File: config.mk
export PLATFORM = sky130hd
export DESIGN_NAME = inst_queue
export DESIGN_NICKNAME = d
export VERILOG_FILES = /design/src/rtl/inst_queue_pkg.sv /design/src/rtl/inst_queue_fifo_ptr.sv /design/src/rtl/inst_queue.sv
export SDC_FILE = /design/constraint.sdc
export NUM_CORES = 1
export LEC_CHECK = 0
export ABC_AREA = 1
export BUFFER_PORTS_ARGS = -buffer_cell sky130_fd_sc_hd__buf_2
export CORE_MARGIN = 2
export CORE_UTILIZATION = 42
export CTS_CLUSTER_SIZE = 40
export DETAILED_ROUTE_END_ITERATION = 6
export HOLD_SLACK_MARGIN = 0.08
export PLACE_DENSITY = 0.65
export SLEW_MARGIN = 20
export SYNTH_ARGS = -nofsm -noshare
export SYNTH_HDL_FRONTEND = slang
export SYNTH_HIERARCHICAL = 1
export SYNTH_SLANG_ARGS = --single-unit
File: constraint.sdc
create_clock -name clk -period 6.7 [get_ports clk]
set_input_delay 0.335 -clock clk [delete_from_list [all_inputs] [get_ports clk]]
set_output_delay 0.335 -clock clk [all_outputs]
set_load 0.1 [all_outputs]
File: src/rtl/inst_queue_pkg.sv
// -----------------------------------------------------------------------------
// inst_queue_pkg
//   Shared CPU pipeline types used between fetch, the instruction queue and
//   decode.
//   - pipe_if_t        : one fetched instruction, {vaddr, inst}
//   - INST_QUEUE_DEPTH : buffering between fetch and decode; both sides size
//                        their expectations from this value
// -----------------------------------------------------------------------------
package inst_queue_pkg;

   localparam int PIPE_VADDR_W     = 32;
   localparam int PIPE_INST_W      = 32;
   localparam int INST_QUEUE_DEPTH = 4;

   typedef struct packed {
      logic [PIPE_VADDR_W-1:0] vaddr;
      logic [PIPE_INST_W-1:0]  inst;
   } pipe_if_t;

endpackage

File: src/rtl/inst_queue_fifo_ptr.sv
// -----------------------------------------------------------------------------
// fifo_ptr
//   Read/write pointer pair for a circular FIFO of DEPTH entries. Each pointer
//   carries one extra wrap bit, so empty and full are told apart without a
//   separate counter.
//   Ports:
//     clk, rst      : clock, synchronous active-high reset (pointers to 0)
//     clr           : synchronous clear, wins over push/pop
//     push, pop     : completed handshakes this cycle
//     rd_idx        : storage index of the head entry
//     wr_idx        : storage index the next push writes
//     rd_idx_next   : head index after this cycle's update
//     full, empty   : occupancy flags from registered pointers
//     empty_next    : FIFO will be empty after this cycle's update
//     count         : occupancy, wptr - rptr in pointer width
// -----------------------------------------------------------------------------
module fifo_ptr
   import inst_queue_pkg::*;
#(
   parameter int DEPTH = INST_QUEUE_DEPTH
) (
   input  logic                       clk,
   input  logic                       rst,
   input  logic                       clr,
   input  logic                       push,
   input  logic                       pop,
   output logic [$clog2(DEPTH)-1:0]   rd_idx,
   output logic [$clog2(DEPTH)-1:0]   wr_idx,
   output logic [$clog2(DEPTH)-1:0]   rd_idx_next,
   output logic                       full,
   output logic                       empty,
   output logic                       empty_next,
   output logic [$clog2(DEPTH):0]     count
);

   localparam int IDX_W = $clog2(DEPTH);
   localparam int PTR_W = IDX_W + 1;

   logic [PTR_W-1:0] rptr, wptr;
   logic [PTR_W-1:0] rptr_next, wptr_next;

   always_comb begin
      rptr_next = rptr + PTR_W'(pop);
      wptr_next = wptr + PTR_W'(push);
      if (clr) begin
         rptr_next = '0;
         wptr_next = '0;
      end
   end

   always_ff @(posedge clk) begin
      if (rst) begin
         rptr <= '0;
         wptr <= '0;
      end else begin
         rptr <= rptr_next;
         wptr <= wptr_next;
      end
   end

   assign rd_idx      = rptr[IDX_W-1:0];
   assign wr_idx      = wptr[IDX_W-1:0];
   assign rd_idx_next = rptr_next[IDX_W-1:0];

   // Same slot, different lap: the writer is exactly one lap ahead.
   assign full       = (rptr[IDX_W-1:0] == wptr[IDX_W-1:0]) && (rptr[IDX_W] != wptr[IDX_W]);
   assign empty      = (rptr == wptr);
   assign empty_next = (rptr_next == wptr_next);

   // Modulo 2*DEPTH subtraction gives occupancy 0..DEPTH directly.
   assign count = wptr - rptr;

endmodule

File: src/rtl/inst_queue.sv
// -----------------------------------------------------------------------------
// inst_queue
//   Instruction queue between fetch and decode. Buffers {vaddr, inst} pairs in
//   a DEPTH-entry circular FIFO so icache hit bursts survive decode stalls,
//   and breaks the ready path from decode back into fetch (in_ready never
//   looks at out_ready). A one-cycle flush discards every buffered entry.
//   Ports:
//     clk, rst                        : clock, synchronous active-high reset
//     flush                           : redirect pulse, empties the queue
//     in_valid/in_ready               : fetch-side handshake
//     in_vaddr, in_inst               : incoming entry
//     out_valid/out_ready             : decode-side handshake
//     out_vaddr, out_inst             : head entry (holds last value when empty)
//     count                           : current occupancy
// -----------------------------------------------------------------------------
module inst_queue
   import inst_queue_pkg::*;
#(
   parameter int DEPTH      = INST_QUEUE_DEPTH,
   parameter int ADDR_WIDTH = 32,
   parameter int DATA_WIDTH = 32
) (
   input  logic                     clk,
   input  logic                     rst,
   input  logic                     flush,
   input  logic                     in_valid,
   output logic                     in_ready,
   input  logic [ADDR_WIDTH-1:0]    in_vaddr,
   input  logic [DATA_WIDTH-1:0]    in_inst,
   output logic                     out_valid,
   input  logic                     out_ready,
   output logic [ADDR_WIDTH-1:0]    out_vaddr,
   output logic [DATA_WIDTH-1:0]    out_inst,
   output logic [$clog2(DEPTH):0]   count
);

   localparam int IDX_W = $clog2(DEPTH);

   logic             push, pop;
   logic             full, empty, empty_next;
   logic [IDX_W-1:0] rd_idx, wr_idx, rd_idx_next;

   pipe_if_t entry_in;
   pipe_if_t head;
   pipe_if_t mem [DEPTH];

   // Field widths come from the shared package; port widths are cast onto them.
   always_comb begin
      entry_in       = '0;
      entry_in.vaddr = PIPE_VADDR_W'(in_vaddr);
      entry_in.inst  = PIPE_INST_W'(in_inst);
   end

   assign in_ready  = !full && !flush;
   assign out_valid = !empty;
   assign push      = in_valid && in_ready;
   assign pop       = out_valid && out_ready;

   fifo_ptr #(
      .DEPTH (DEPTH)
   ) u_ptr (
      .clk         (clk),
      .rst         (rst),
      .clr         (flush),
      .push        (push),
      .pop         (pop),
      .rd_idx      (rd_idx),
      .wr_idx      (wr_idx),
      .rd_idx_next (rd_idx_next),
      .full        (full),
      .empty       (empty),
      .empty_next  (empty_next),
      .count       (count)
   );

   // Storage is never reset; only slots that have been written are ever read.
   always_ff @(posedge clk) begin
      if (push) begin
         mem[wr_idx] <= entry_in;
      end
   end

   // The head is registered so the outputs are 0 out of reset and hold their
   // last value while empty, instead of showing unwritten storage. When the
   // slot being written this cycle is the next head (queue holds one entry
   // next cycle), the incoming entry is forwarded into the head register.
   always_ff @(posedge clk) begin
      if (rst) begin
         head <= '0;
      end else if (!empty_next) begin
         if (push && (wr_idx == rd_idx_next)) begin
            head <= entry_in;
         end else begin
            head <= mem[rd_idx_next];
         end
      end
   end

   assign out_vaddr = ADDR_WIDTH'(head.vaddr);
   assign out_inst  = DATA_WIDTH'(head.inst);

endmodule

==> key figures <==
Drt
  • Wirelength per Cell: 15.34 µm
  • Total Routed Length: between 30000 and 40000 µm
  • DRT iter0 DRCs: approximately 800
  • Vias per cell: 4.862
  • Total iterations of the first detailed-routing run: 5
  • Vias: slightly above 10000
  • Final ANT Viol Nets: 0
  • Remaining DRCs: 0

Finish
  • # fillers: 2889
  • Layout cell share with drive strength beyond 1: between 10% and 20%
  • Nets: about 1700
  • Finished Layout Cells: ~2100
  • Register area: around 9100 µm²
  • Multi-input logic area: 3882 µm²
  • Syn-to-layout area delta: 18.95%
  • Post-Route Utilization: 50.87%

Synth
  • Syn avg cell area: approximately 9.5 µm²
  • Syn_nets: 1540
  • Synthesized instance count: between 1000 and 1500
  • Post-Syn Area: 13950 µm²
  • Warnings, synthesis: 6

Timing
  • Highest Clock Rate: about 0.22 GHz
  • Final Hold Fails: 0
  • Final setup skew: 21.72 ps
  • Setup ws final: around 2100 ps
  • RSZ-0062 raised after global routing: false
  • Slew @ Worst Pin: roughly 1000 ps
  • Final Max Tran Viols: 0
  • Fin crit share: between 60% and 70%
  • Setup TNS: 0 ps
  • Min cycle time layout: between 4000 and 5000 ps
  • Setup Viol. Count Final: 0
  • Max_slew headroom: just over 30%

Pwr
  • Max VDD drop: around 0.00021 V
  • Power Density: between 200 and 300 nW/µm²
  • Leakage power: about 7.1 nW

Floorplan
  • I/O pin count: 138
  • # rows: 66
  • Starting Density: between 40% and 50%
  • Core area: 32620 µm²
  • Chip height: about 190 µm
  • Die X: 186.3 µm
  • Die Footprint: between 30000 and 40000 µm²

Worst setup path
  • Reg2Reg Launch Point: u_ptr/wptr[0]
  • Worst path bufs/invs: 7
  • Critical Path Max Stage Delay: between 700 and 800 ps
  • Cells along the critical path: inv_1 -> ha_1 -> and3_1 -> nor2_1 -> ha_1 -> ha_1 -> inv_1 -> nor2_4 -> buf_4 -> inv_2 -> buf_4 -> nand2_1 -> nand2_1 -> nor2_4 -> buf_12 -> nand3_1 -> nand3_1 -> nand2_1 -> inv_1
  • Crit-path leading delay family: buffers and inverters
  • CP Max Fanout: 81
  • Worst R2R Setup Slack: 2100 ps
  • Crit path kind: register to register
  • Slowest CP cell: buf_4
  • CP endpoint kind: register
  • CP Data Required Time: ~7200 ps
  • Worst EP arrival: a little over 5000 ps
  • Crit path from: u_ptr/wptr[0]
  • Startpoint Class: register

Clock network
  • Longest Clk Path Bufs: 3
  • CTS tree: built
  • Clock transition at the registers of the reported paths: roughly 60 ps
  • Cts bufs inserted: 36
  • Post-CTS setup buffer count: 0
  • Clock latency on the worst-skew pair: 520 ps
  • H-tree levels: 2
  • Hold-fix buffers, CTS: 54
  • Clock sink count: ~330
  • Post-cts gate resize count: 0
  • CTS root buf: clkbuf_16

GRT
  • GRT Total Usage: between 10% and 20%
  • First-pass GRT wire length: just over 50000 µm
  • Initial antenna violation count: 0
  • Vias in the first global route: 9721
  • Largest net degree at the start of global routing: between 90 and 100
  • Total gr overflow: 0

Placed design
  • Final GP Congestion: 0.7379
  • HPWL after DPL: between 15000 and 20000 µm
  • Inst Count DP: 1968
  • Place WS: about 2100 ps
  • Port bufs: about 140

Min path
  • Hold crit path type: primary input to register
  • Hold_sp: in_inst[31]

Run
  • Max Cap Violations: 0

Run status
  • Outcome: finished clean
## path summary, 6_finish.rpt
path	end	cells after the start
max	out_vaddr[29]	19
min	mem[0][31]	1
max reg2reg	out_vaddr[29]	19
min reg2reg	out_vaddr[24]	2
## power by group
group,total (mW),leakage (nW),internal [mW],switching [mW]
logic,0.634,3.66,0.135,0.499
clock network,1.88,0.553,1.11,0.762
registers,2.27,2.90,2.24,0.0250
total,4.78,7.11,3.49,1.29
## cells in the final DEF (no fill, tap or decap), drive strengths merged
cell type / n
nand3: 223
edfxtp: 256
and3: 1
dfxtp: 70
o21ai: 38
nand2: 434
buf: 153
bufinv: 2
clkinv: 13
xnor2: 2
nor2: 142
ha: 6
xor2: 1
inv: 155
nor3: 7
fa: 1
clkbuf: 49
dlygate4sd3: 54
a21oi: 38
diode: 1
## state kept, by name (all words and copies together), names as in the netlist
| register | count |
|---|---|
| u_ptr/rptr | 3 |
| mem | 256 |
| out_vaddr | 32 |
| out_inst | 32 |
| u_ptr/wptr | 3 |
## cell type report
type | instances | area share [%]
flip-flops and latches | 326 | 54.77
multi-input cells | 893 | 23.40
repair buffers | 207 | 8.188
clock buffers | 49 | 5.964
inverters | 154 | 3.514
well taps | 442 | 3.333
clock inverters | 16 | 0.8218
diodes | 1 | 0.01508
## routing by layer
metal  GRT usage [%]  vias up  routed length (µm)
met5               0        -                   0
met4           4.882        0                 488
met3           2.960       40                1831
met2           32.88      298               15480
met1           24.28     4733               14230
li1                -     5081                   -
## metrics by stage
stage          power [mW]  hold slack (ps)  instance area (µm²)
2_1_floorplan       2.786            407.4                13950
3_3_place_gp        2.916            502.6                14930
3_5_place_dp        2.921            509.8                14930
4_1_cts             4.820            80.76                16590
5_1_grt             4.945            87.30                16590
6_report            4.778            94.47                16590
No activity file was read; power rests on OpenSTA's default activity.
